**src/rtl/writeback_unit.sv**
```systemverilog
// Write-back stage controller: retires instructions from the memory stage
// and drives the register-file write port. Loads wait for the memory response.
module writeback_unit #(
    parameter int DATA_W = 16,
    parameter int ADDR_W = 4
) (
    input  logic              clk,
    input  logic              clr,
    input  logic              in_valid,
    output logic              in_ready,
    input  logic [ADDR_W-1:0] in_dest,
    input  logic              in_wr_en,
    input  logic              in_is_load,
    input  logic [DATA_W-1:0] in_alu,
    input  logic              mem_rvalid,
    input  logic [DATA_W-1:0] mem_rdata,
    output logic [ADDR_W-1:0] Caddr,
    output logic [DATA_W-1:0] C,
    output logic              load,
    output logic              busy,
    output logic [15:0]       retired,
    output logic              mem_err
);

    typedef enum logic {IDLE, WAIT_MEM} state_t;

    state_t              r_state;
    state_t              w_next;
    logic [ADDR_W-1:0]   r_pend_dest;
    logic                r_pend_en;
    logic [ADDR_W-1:0]   r_caddr;
    logic [DATA_W-1:0]   r_c;
    logic                r_load;
    logic [15:0]         r_retired;
    logic                r_mem_err;
    logic                w_accept;
    logic                w_en;

    // Register 0 is hardwired: a write to it is dropped but still retires.
    assign w_en     = in_wr_en && (in_dest != '0);
    assign in_ready = (r_state == IDLE) && !clr;
    assign w_accept = in_valid && in_ready;

    assign Caddr    = r_caddr;
    assign C        = r_c;
    assign load     = r_load;
    assign busy     = (r_state == WAIT_MEM);
    assign retired  = r_retired;
    assign mem_err  = r_mem_err;

    // State register; clr drops any pending load.
    always_ff @(posedge clk) begin
        if (clr) r_state <= IDLE;
        else     r_state <= w_next;
    end

    // Next state: park on an accepted load until its response arrives.
    always_comb begin
        w_next = r_state;
        case (r_state)
            IDLE:     if (w_accept && in_is_load) w_next = WAIT_MEM;
            WAIT_MEM: if (mem_rvalid)             w_next = IDLE;
            default:  w_next = IDLE;
        endcase
    end

    // Write port, pending-load latch, retire counter and sticky error flag.
    // C/Caddr only move on a real write so they hold while load is low.
    always_ff @(posedge clk) begin
        if (clr) begin
            r_pend_dest <= '0;
            r_pend_en   <= 1'b0;
            r_caddr     <= '0;
            r_c         <= '0;
            r_load      <= 1'b0;
            r_retired   <= '0;
            r_mem_err   <= 1'b0;
        end else begin
            r_load <= 1'b0;
            if (r_state == IDLE) begin
                // A response with nothing outstanding (even alongside a load
                // accept) belongs to no instruction.
                if (mem_rvalid) r_mem_err <= 1'b1;
                if (w_accept) begin
                    if (in_is_load) begin
                        r_pend_dest <= in_dest;
                        r_pend_en   <= w_en;
                    end else begin
                        r_retired <= r_retired + 16'd1;
                        r_load    <= w_en;
                        if (w_en) begin
                            r_caddr <= in_dest;
                            r_c     <= in_alu;
                        end
                    end
                end
            end else if (mem_rvalid) begin
                r_retired <= r_retired + 16'd1;
                r_load    <= r_pend_en;
                if (r_pend_en) begin
                    r_caddr <= r_pend_dest;
                    r_c     <= mem_rdata;
                end
            end
        end
    end

endmodule

```
**config.mk**
```make
export PLATFORM = sky130hd
export DESIGN_NAME = writeback_unit
export DESIGN_NICKNAME = d
export VERILOG_FILES = /design/src/rtl/writeback_unit.sv
export SDC_FILE = /design/constraint.sdc
export NUM_CORES = 1
export LEC_CHECK = 0
export ABC_AREA = 1
export BUFFER_PORTS_ARGS = -buffer_cell sky130_fd_sc_hd__clkbuf_2
export CORE_UTILIZATION = 53
export DETAILED_ROUTE_END_ITERATION = 8
export HOLD_SLACK_MARGIN = 0.1
export PLACE_DENSITY_LB_ADDON = 0.25
export SYNTH_ARGS = -nofsm -noshare
export SYNTH_HDL_FRONTEND = slang
export SYNTH_SLANG_ARGS = --single-unit
```
**constraint.sdc**
```tcl
create_clock -name clk -period 3.9 [get_ports clk]
set_clock_uncertainty 0.2 [all_clocks]
set_input_delay 0.39 -clock clk [delete_from_list [all_inputs] [get_ports clk]]
set_output_delay 0.39 -clock clk [all_outputs]
set_load 0.05 [all_outputs]
```
# ---- Word-level counts from Yosys, hierarchy flattened
# Cells that the tools add are included.
dict set report word_totals {
  regBits 44
  latchBits 0
  mem_bits_rw 0
  rom_bits 0
  input_bits 42
  output_inout_bits 40
  wordCells 48
  memories 0
}
dict set report op_classes {
  add_sub_neg 1
  n_mul 0
  n_div 0
  order_cmp 0
  eq_ne 3
  n_shift 0
  muxes 23
  bitwise_logic 1
  reduce_logical 12
}
# op count
set ops {}
lappend ops {{$mux W16} 10}
lappend ops {{$mux W4} 6}
lappend ops {{$add A16 B1 Y16 const B} 1}
lappend ops {{$mux W1} 6}
lappend ops {{$reduce_and A3 Y1} 2}
lappend ops {{$reduce_and A5 Y1} 1}
lappend ops {{$logic_and A1 B1 Y1} 4}
lappend ops {{$ne A2 B1 Y1 const B} 2}
lappend ops {{$reduce_bool A2 Y1} 2}
lappend ops {{$reduce_bool A4 Y1} 1}
lappend ops {{$ne A2 B2 Y1 const B} 1}
lappend ops {{$pmux W1 S2} 1}
lappend ops {{$reduce_and A2 Y1} 1}
lappend ops {{$logic_not A1 Y1} 1}
lappend ops {{$not A1 Y1} 1}

# ---- Depth between registers and ports, before layout
# Gate-level depths: netlist of run 1.
dict set report logic_depth {
  ltp_word 6
  ltp_mapped 9
  mapped_depth_nobuf 9
}

# ---- Worst setup path after synthesis of run 1
# OpenSTA, ideal clock, no wires.
dict set report synth_timing {
  path_type {register to register}
  from {register r_state, in the netlist busy}
  to {register r_c[10], in the netlist C[10]}
  setup_ps 117
  arrival_time_ps 1880
  required_ps 3583
  slack_ps 1703
  stages_incl_launch_ff 10
  path_buffers 3
  period_less_slack_ps 2197
  path_cell_list {dfxtp_1 buf_6 nor2_2 nand3_1 nand2_1 buf_6 buf_4 nand3_1 nand2_1 nor2_1}
}
dict set report synth_via {
  elab_chain_len 5
  elab_cells_between_ends 10
  classes_between {3 x eq/ne; 1 x mux; 1 x bitwise; 5 x reduce/logical}
}
# item line_no
set synth_lines {}
lappend synth_lines {{from (decl)} 27} ;# state_t r_state;
lappend synth_lines {{from (signal assigned)} 54} ;# else r_state <= w_next;
lappend synth_lines {{$not A1 Y1 (no source line)} --}
lappend synth_lines {{$logic_and A1 B1 Y1} 41} ;# assign in_ready = (r_state == IDLE) && !clr;
lappend synth_lines {{named net in_ready} 10} ;# output logic in_ready,
lappend synth_lines {{$logic_and A1 B1 Y1} 42} ;# assign w_accept = in_valid && in_ready;
lappend synth_lines {{$reduce_bool A2 Y1 (no source line)} --}
lappend synth_lines {{$reduce_and A5 Y1 (no source line)} --}
lappend synth_lines {{to (signal assigned)} 93} ;# r_c <= in_alu;
lappend synth_lines {{to (signal assigned)} 102} ;# r_c <= mem_rdata;
lappend synth_lines {{to (decl)} 32} ;# logic [DATA_W-1:0] r_c;
# The timed path passes the listed nets, and every way through them passes these cells.
# A chain may end at the register's enable or synchronous reset.

# ---- Worst setup path after layout of run 1
dict set report layout_timing {
  from {register r_state, in the netlist busy}
  to {register r_c[5], in the netlist C[5]}
}
dict set report layout_via {
  elab_chain_len 5
  elab_cells_between_ends 10
  classes_between {3 x eq/ne; 1 x mux; 1 x bitwise; 5 x reduce/logical}
}
# item line_no
set layout_lines {}
lappend layout_lines {{$not A1 Y1 (no source line)} --}
lappend layout_lines {{$logic_and A1 B1 Y1} 41}
lappend layout_lines {{$logic_and A1 B1 Y1} 42}
lappend layout_lines {{$reduce_bool A2 Y1 (no source line)} --}
lappend layout_lines {{$reduce_and A5 Y1 (no source line)} --}
# Several ways; a longest one is shown, not always the timed one.

==> results by group, run 1 <==
Routing
  • Initial DRC count: 84
  • Via density per instance: around 5
  • Antenna violation net count after detailed routing: 0
  • Drt pass-1 iters: 4
  • Average wire per standard cell: approximately 11 um
  • WL final: 4.68 mm
  • DRC: 0
  • Routed vias: about 2,200

Place
  • Gpl congestion: around 0.8
  • DP HPWL: 3.33 mm
  • Port Buffers: 81

GRT
  • GRT Util Overall: 0.230
  • Remaining Overflow, GRT: 0
  • Largest net degree at the start of global routing: between 60 and 70
  • First-pass GRT wire length: slightly below 8 mm
  • Number of global-route vias before repair: ~1,900
  • Initial antenna violation count: 0

Clocking
  • Clock Root Buffer: clkbuf_8
  • Clock buffer count from CTS: 5
  • Clock sinks: between 40 and 50
  • CTS H-tree lvls: 2
  • CTS tree: done
  • Setup bufs post-CTS: 0
  • Post-CTS Hold Fix Bufs: 0
  • Clk_lat worst skew: between 0.2 and 0.3 ns
  • Post-CTS resize count: 0
  • Clk slew on worst S/H paths: roughly 0.070 ns
  • Clock Path Buffers: 2

Worst setup path
  • Largest delay share family, worst path: simple AND/OR/NAND/NOR gates
  • FF-to-FF End: C[5]$_SDFFE_PP0P_
  • Startpoint types: flop
  • R2R depth: 6
  • Worst path bufs/invs: 1
  • Most used cell, CP: nand2_1
  • Critical path arrival: between 2 and 2.5 ns
  • Number of cells on the critical path: 6
  • Worst path max stage delay: ~0.88 ns
  • Crit-path max FO: 41
  • Worst R2R Setup Slack: between 1 and 1.5 ns
  • Critical path required time: 3.88 ns
  • Crit path from: busy$_SDFF_PP0_
  • Worst Setup End Kind: flop
  • RR Startpoint: busy$_SDFF_PP0_
  • Worst path cell trace: buf_4, nand2_1, nand2_1, nand3_1, nand2_1, nor2_1
  • Crit path kind: reg -> reg
  • Critical-path cell with the highest stage delay: nand2_1

Die
  • Core area: 0.00400 mm^2
  • Die ar.: ~0.0044 mm^2
  • Starting density of the core: 0.549
  • IO Pins: approximately 80
  • Die span in y: ~66 um
  • Row Count: 23
  • Chip width: about 66 um

Power
  • Power Density: 332 mW/mm^2
  • Pwr Total: roughly 870 uW
  • Pleak: between 0.001 and 0.0015 uW
  • Worst vdd ir: about 0.22 mV

Timing
  • Tightest Pin Transition: 1.21 ns
  • Max-Slew Margin vs Limit: 0.190
  • Setup repair after global routing missed its margin: false
  • Final Slew Violations: 0
  • Fmax: between 0.4 and 0.5 GHz
  • Hold slack: 0.158 ns
  • Final min period: roughly 2.4 ns
  • Final Hold Fails: 0
  • Fin crit share: 0.620
  • Sum of negative setup slack: 0 ns
  • Final Setup Violations: 0

Yosys
  • Post-Syn Area per Cell: roughly 7 um^2
  • Syn nets: 356
  • Synth top area cells: dfxtp_1, nand2_1, mux2i_1, nor2_1, a21oi_1
  • Top cell type's share of synthesized area: 0.401
  • Ys Warns: 0
  • Post-synthesis sequential area ratio: 0.401
  • Mapped cell area: ~0.0022 mm^2
  • Flops & latches, synth: 44
  • Post-synth top area cell: dfxtp_1
  • Post-Syn Instances: approximately 310
  • Distinct cells, synth: 20

Layout
  • Multi-input gate area: 0.00111 mm^2
  • Area Growth Syn to Fin: 19.8%
  • Layout cells sized above 1: 0.236
  • Final #Nets: 427
  • Fillers: 373
  • FF/Latch Area: a little under 900 um^2
  • Antenna diode count: 0

Min path
  • Hold Crit Depth: 3
  • Hold Path Class: in -> reg
  • Worst Hold Launch: in_dest[1]
  • Min-Delay Endpoint: r_pend_dest[1]$_SDFFE_PP0P_

Run
  • Max-cap violations: 0

Outcome
  • Outcome: finished clean
layout by cell type (no fill, tap or decap):
| cell | synthesis | layout |
|---|---|---|
| nand2_2 | 0 | 1 |
| ha_1 | 1 | 1 |
| clkbuf_2 | 0 | 81 |
| inv_1 | 25 | 25 |
| nand3_1 | 32 | 32 |
| dfxtp_1 | 44 | 44 |
| xor2_1 | 2 | 2 |
| a21oi_1 | 33 | 33 |
| clkbuf_8 | 0 | 5 |
| nand4_1 | 8 | 8 |
| nand2_1 | 71 | 70 |
| nor2_2 | 1 | 1 |
| nor3_1 | 3 | 3 |
| nor2_1 | 51 | 51 |
| or2_2 | 1 | 1 |
| o21ai_0 | 2 | 2 |
| nand3b_1 | 1 | 1 |
| buf_4 | 3 | 1 |
| mux2i_1 | 20 | 20 |
worst register-to-register path, stage by stage, from the launching register on:
cell and delay (ns):
dfxtp_1 0.41, buf_4 0.37, nand2_1 0.10, nand2_1 0.88, nand3_1 0.19, nand2_1 0.12
nor2_1 0.05
how the worst max path moves through the flow:
stage                                    end  slack [ns]
finish                     C[5]$_SDFFE_PP0P_        1.48
global route               C[7]$_SDFFE_PP0P_        1.22
CTS                        C[5]$_SDFFE_PP0P_        1.48
detailed placement  retired[12]$_SDFFE_PP0P_        1.46
global placement    retired[12]$_SDFFE_PP0P_        1.52
floorplan                 C[10]$_SDFFE_PP0P_        1.70
routing by layer:
layer  GRT usage  vias up  share of wire
li1            -     1152              -
met1       0.277      980           0.47
met2       0.403       60           0.46
met3      0.0448        7          0.055
met4      0.0798        0          0.014
met5           0        -              0
Yosys cell counts:
cell	number
a21oi_1	33
buf_1	4
buf_2	3
buf_4	3
buf_6	4
clkbuf_1	4
dfxtp_1	44
ha_1	1
inv_1	25
mux2i_1	20
nand2_1	71
nand3_1	32
nand3b_1	1
nand4_1	8
nor2_1	51
nor2_2	1
nor3_1	3
o21ai_0	2
or2_2	1
xor2_1	2
cell families after synthesis:
| family | Yosys count | share of synthesized area |
|---|---|---|
| AO/OA/AOI/OAI | 35 | 0.0798 |
| XOR/XNOR | 2 | 0.00798 |
| adder cells (fa/ha/maj) | 1 | 0.00570 |
| buffers and inverters | 43 | 0.0940 |
| flip-flops | 44 | 0.401 |
| multiplexers | 20 | 0.0912 |
| AND/OR/NAND/NOR | 168 | 0.320 |
registers in the layout, summed over array words and instances (netlist names):
register     flops
r_pend_dest      4
busy             1
C               16
Caddr            4
load             1
retired         16
r_pend_en        1
mem_err          1
where the power goes:
part	internal [uW]	total, uW	leakage (uW)	switching (uW)
combinational	47.6	152	0.000822	105
clock	115	249	0.0000359	134
sequential	463	471	0.000357	7.88
cell type report:
cell class | count | area share
Multi-Input combinational cell | 226 | 0.422
Timing Repair Buffer | 82 | 0.157
Tap cell | 50 | 0.0238
Clock buffer | 5 | 0.0262
Inverter | 25 | 0.0357
Sequential cell | 44 | 0.335
stage by stage:
step | cell area [um^2] | utilization | worst slack [ns] | std cells
final | 2630 | 0.657 | 1.48 | 432
after global routing | 2630 | 0.657 | 1.22 | 432
after CTS | 2630 | 0.657 | 1.48 | 432
after detailed placement | 2560 | 0.640 | 1.46 | 427
after global placement | 2560 | 0.640 | 1.52 | 427
after floorplan | 2200 | - | 1.70 | 313
Power figures use the tool's default switching activity.
==> inputs of run 2 (changes only) <==
--- a/config.mk
+++ b/config.mk
@@ -7,7 +7,7 @@
 export LEC_CHECK = 0
 export ABC_AREA = 1
 export BUFFER_PORTS_ARGS = -buffer_cell sky130_fd_sc_hd__clkbuf_2
-export CORE_UTILIZATION = 53
+export CORE_UTILIZATION = 44
 export DETAILED_ROUTE_END_ITERATION = 8
 export HOLD_SLACK_MARGIN = 0.1
 export PLACE_DENSITY_LB_ADDON = 0.25
==> constraint.sdc (replaced) <==
create_clock -name clk -period 2 [get_ports clk]
set_clock_uncertainty 0.2 [all_clocks]
set_input_delay 0.2 -clock clk [delete_from_list [all_inputs] [get_ports clk]]
set_output_delay 0.2 -clock clk [all_outputs]
set_load 0.05 [all_outputs]
==> results by group, run 2 (synthesis results as in run 1) <==
Outcome
  • Outcome: finished clean

Place
  • Gpl congestion: approximately 0.75
  • Placed cell area: approximately 0.0027 mm^2
  • Port Buffers: 81
  • Placed cells: about 450
  • DP HPWL: 3.60 mm

Die
  • Die ar.: between 0.005 and 0.006 mm^2
  • Chip width: 72.6 um
  • Row Count: 25
  • Starting density of the core: 0.462
  • Die span in y: 72.6 um
  • IO Pins: between 80 and 90
  • Core area: 0.00475 mm^2

Layout
  • Area Growth Syn to Fin: 42.8%
  • FF/Latch Area: 881 um^2
  • Finished Cell Area: around 0.0031 mm^2
  • Commonest non-fill, non-tap cells in the layout: clkbuf_2, nand2_1, nor2_1
  • Final std cells w/o fill: around 500
  • Antenna diode count: 0
  • Layout cells sized above 1: 0.228
  • Fillers: about 420
  • Final Core Density: 0.659
  • Final #Nets: 473
  • Multi-input gate area: around 0.0011 mm^2
  • Commonest non-fill, non-tap cell in the layout: clkbuf_2

Worst setup path
  • Worst path cell trace: buf_4, nand2_1, nand2_1, buf_12, nand3_1, nand2_1, nor2_1
  • Worst path max stage delay: roughly 0.41 ns
  • Critical-path cell with the highest stage delay: dfxtp_1
  • Startpoint types: flop
  • Crit path kind: reg -> reg
  • Worst Setup End Kind: flop
  • Critical path arrival: 1.73 ns
  • Critical path required time: around 2.0 ns
  • Most used cell, CP: nand2_1
  • Crit-path max FO: 41

Power
  • Power Density: ~580 mW/mm^2
  • Worst vdd ir: approximately 0.26 mV
  • Pleak: about 0.0014 uW

Clocking
  • Clock Path Buffers: 2
  • CTS H-tree lvls: 2
  • Clk slew on worst S/H paths: 0.08 ns
  • Clock Root Buffer: clkbuf_8
  • Clock sinks: between 40 and 50
  • Clock buffer count from CTS: 5
  • CTS tree: done
  • Setup bufs post-CTS: 0
  • Clk_lat worst skew: just under 0.3 ns

GRT
  • GR Util met1: 0.278
  • Largest net degree at the start of global routing: 42
  • Initial antenna violation count: 0
  • GR Util met2: 0.402
  • Grt peak-use layer: met2
  • Number of global-route vias before repair: 2,168
  • GRT met3 Usage: 0.0497
  • Remaining Overflow, GRT: 0
  • First-pass GRT wire length: between 9 and 10 mm
  • GRT Util Overall: 0.230

Routing
  • Routed vias: between 2,000 and 2,500
  • WL final: a little under 6 mm
  • DRC: 0
  • Initial DRC count: ~110
  • Antenna violation net count after detailed routing: 0
  • Via density per instance: roughly 4.8
  • Average wire per standard cell: around 12 um
  • Drt pass-1 iters: 4

Timing
  • Max-Slew Margin vs Limit: 0.713
  • Sum of negative setup slack: 0 ns
  • Tightest Pin Transition: approximately 0.43 ns
  • Setup repair after global routing missed its margin: false
  • Final min period: about 1.7 ns
  • Fin crit share: 0.871
  • Final Slew Violations: 0
  • Fmax: roughly 0.57 GHz
  • Final Hold Fails: 0
  • Final Setup Violations: 0

Run
  • Max-cap violations: 0

Min path
  • Hold Path Class: in -> reg
-- run 2: timing repair --
| item | 4_1_cts | 5_1_grt |
|---|---|---|
| hold endpoints to repair | 26 | 0 |
| gates resized for setup | 0 | 0 |
| hold buffers | 39 | 0 |
-- run 2: stage by stage --
step | setup slack (ns) | hold slack (ns) | total power (uW)
after floorplan | 0.0125 | 0.0691 | 1160
after global placement | 0.316 | 0.252 | 1250
after detailed placement | 0.281 | 0.257 | 1260
after CTS | 0.259 | 0.129 | 1840
after global routing | 0.139 | 0.149 | 1910
final | 0.258 | 0.133 | 1830
-- run 2: worst max-delay path: cells and delay by family, from the launching register on --
family,cells,cell delay (ns)
buffers and inverters,2,0.60
DFF,1,0.41
and+or+nand+nor,5,0.41
-- run 2: cell type report --
class	count	share of cell area
clock buffer	6	0.0231
timing repair buffer	128	0.282
inverter	25	0.0299
clock inverter	1	0.00160
sequential	44	0.281
multi-input combinational	226	0.356
tap	67	0.0267
-- run 2: per-layer routing --
layer	wire length, um	vias up
met5	0	-
met4	113	0
met3	339	12
met2	2780	68
met1	2590	1041
li1	-	1243
-- run 2: where the power goes --
group | switching, uW | internal (uW) | leakage, uW
clock | 289 | 238 | 0.0000410
sequential | 16.0 | 902 | 0.000357
combinational | 226 | 158 | 0.00103
-- run 2: worst paths after layout --
kind                                                  start                     endpoint  slack [ns]  cells after the start
worst max-delay path                        busy$_SDFF_PP0_            C[1]$_SDFFE_PP0P_        0.26                      7
worst min-delay path                             in_is_load      retired[1]$_SDFFE_PP0P_        0.13                      5
worst max register to register              busy$_SDFF_PP0_            C[1]$_SDFFE_PP0P_        0.26                      7
worst min register to register  r_pend_dest[3]$_SDFFE_PP0P_  r_pend_dest[3]$_SDFFE_PP0P_        0.27                      2
==> inputs of run 3 (changes only) <==
--- a/config.mk
+++ b/config.mk
@@ -6,7 +6,7 @@
 export NUM_CORES = 1
 export LEC_CHECK = 0
 export ABC_AREA = 1
-export BUFFER_PORTS_ARGS = -buffer_cell sky130_fd_sc_hd__clkbuf_2
+export BUFFER_PORTS_ARGS = -buffer_cell sky130_fd_sc_hd__buf_2
 export CORE_UTILIZATION = 44
 export DETAILED_ROUTE_END_ITERATION = 8
 export HOLD_SLACK_MARGIN = 0.1
==> results by group, run 3 (synthesis results as in run 1) <==
Outcome
  • Outcome: finished clean

Routing
  • Average wire per standard cell: roughly 12 um
  • DRC: 0
  • WL final: 5.79 mm
  • Initial DRC count: 101
  • Routed vias: approximately 2,400
  • Drt pass-1 iters: 4
  • Via density per instance: 4.73
  • Antenna violation net count after detailed routing: 0

Die
  • Chip width: 72.6 um
  • Row Count: 25
  • Die ar.: 0.00528 mm^2
  • Die span in y: ~73 um
  • IO Pins: between 80 and 90
  • Starting density of the core: 0.462
  • Core area: approximately 0.0048 mm^2

GRT
  • GRT Util Overall: 0.231
  • First-pass GRT wire length: between 9 and 10 mm
  • Largest net degree at the start of global routing: between 40 and 50
  • Remaining Overflow, GRT: 0
  • Number of global-route vias before repair: 2,222
  • Initial antenna violation count: 0

Clocking
  • CTS H-tree lvls: 2
  • Clock Root Buffer: clkbuf_8
  • Setup bufs post-CTS: 0
  • Clk_lat worst skew: 0.30 ns
  • Clock Path Buffers: 2
  • Clock buffer count from CTS: 5
  • Clk slew on worst S/H paths: 0.08 ns
  • Clock sinks: 44
  • CTS tree: done

Power
  • Pleak: 0.00149 uW
  • Worst vdd ir: 0.384 mV
  • Power Density: between 600 and 700 mW/mm^2

Timing
  • Final Hold Fails: 0
  • Setup repair after global routing missed its margin: false
  • Fin crit share: 0.931
  • Final min period: about 1.9 ns
  • Sum of negative setup slack: 0 ns
  • Tightest Pin Transition: between 0.4 and 0.5 ns
  • Hold slack: 0.0868 ns
  • Max-Slew Margin vs Limit: 0.733
  • Final Slew Violations: 0
  • Final Setup Violations: 0
  • Fmax: about 0.54 GHz

Place
  • Placed cell area: ~0.0026 mm^2
  • DP HPWL: around 3.5 mm
  • Gpl congestion: 0.786
  • Port Buffers: 81

Worst setup path
  • Worst path max stage delay: between 0.4 and 0.5 ns
  • Startpoint types: flop
  • Worst Setup End Kind: primary output
  • Critical path required time: approximately 1.6 ns
  • Worst path cell trace: buf_4, buf_2
  • Critical path arrival: around 1.5 ns
  • Crit path kind: reg -> out
  • Crit-path max FO: 21
  • Critical-path cell with the highest stage delay: dfxtp_1

Layout
  • Final #Nets: 477
  • Commonest non-fill, non-tap cell in the layout: buf_2
  • Layout cells sized above 1: 0.228
  • Antenna diode count: 0
  • Area Growth Syn to Fin: 45.8%
  • Finished Cell Area: roughly 0.0032 mm^2
  • Commonest non-fill, non-tap cells in the layout: buf_2, nand2_1, nor2_1

Min path
  • Hold Path Class: in -> reg

Run
  • Max-cap violations: 0
run 3: cell count changes in the layout (fill, tap and decap cells not counted), sizes merged:
cell and delta:
buf +78, bufinv +1, clkbuf -80, dlygate4sd3 +6
run 3: cell type report:
class | instances | area, um^2
clock buffers | 6 | 72.6
clock inverters | 2 | 35.0
repair buffers | 132 | 913
flip-flops and latches | 44 | 881
multi-input cells | 226 | 1120
well taps | 67 | 83.8
inverters | 25 | 93.8
fillers | 434 | 1550
run 3: worst max-delay path, delay by kind of cell (launching register included):
kind	cells	cell delay, ns
buf+inv	2	0.73
flops	1	0.44
run 3: what timing repair did:
item,4_1_cts,5_1_grt
hold endpoints to repair,28,0
setup endpoints to repair,0,5
resized for setup,0,2
hold buffers,45,0
run 3: per-layer routing:
layer / up-vias / wire length, um / track usage / part of all wire
met4: 0 / 70 / 0.0675 / 0.012
met3: 8 / 319 / 0.0539 / 0.055
met2: 60 / 2830 / 0.429 / 0.49
li1: 1253 / - / - / -
met1: 1054 / 2570 / 0.263 / 0.44
met5: - / 0 / 0 / 0
run 3: worst paths after layout:
check	startpoint	end	slack, ns	depth (start not counted)
max	busy$_SDFF_PP0_	busy	0.14	2
min	in_is_load	busy$_SDFF_PP0_	0.09	3
max reg2reg	busy$_SDFF_PP0_	r_pend_en$_SDFFE_PP0P_	0.15	6
min reg2reg	C[9]$_SDFFE_PP0P_	C[9]$_SDFFE_PP0P_	0.28	2
run 3: stage by stage:
stage	cells	util	worst slack [ns]	power, uW
after floorplan	313	-	0.0125	1160
after global placement	449	0.555	0.399	1250
after detailed placement	449	0.555	0.358	1250
after CTS	502	0.672	0.0301	1980
after global routing	502	0.673	0.00433	2060
final	502	0.673	0.138	1970
run 3: where the power goes:
part           switching, uW  internal (uW)  leakage [uW]  total, uW
clock network            295            371     0.0000552        666
registers               15.2            902      0.000357        917
logic                    223            159       0.00108        383
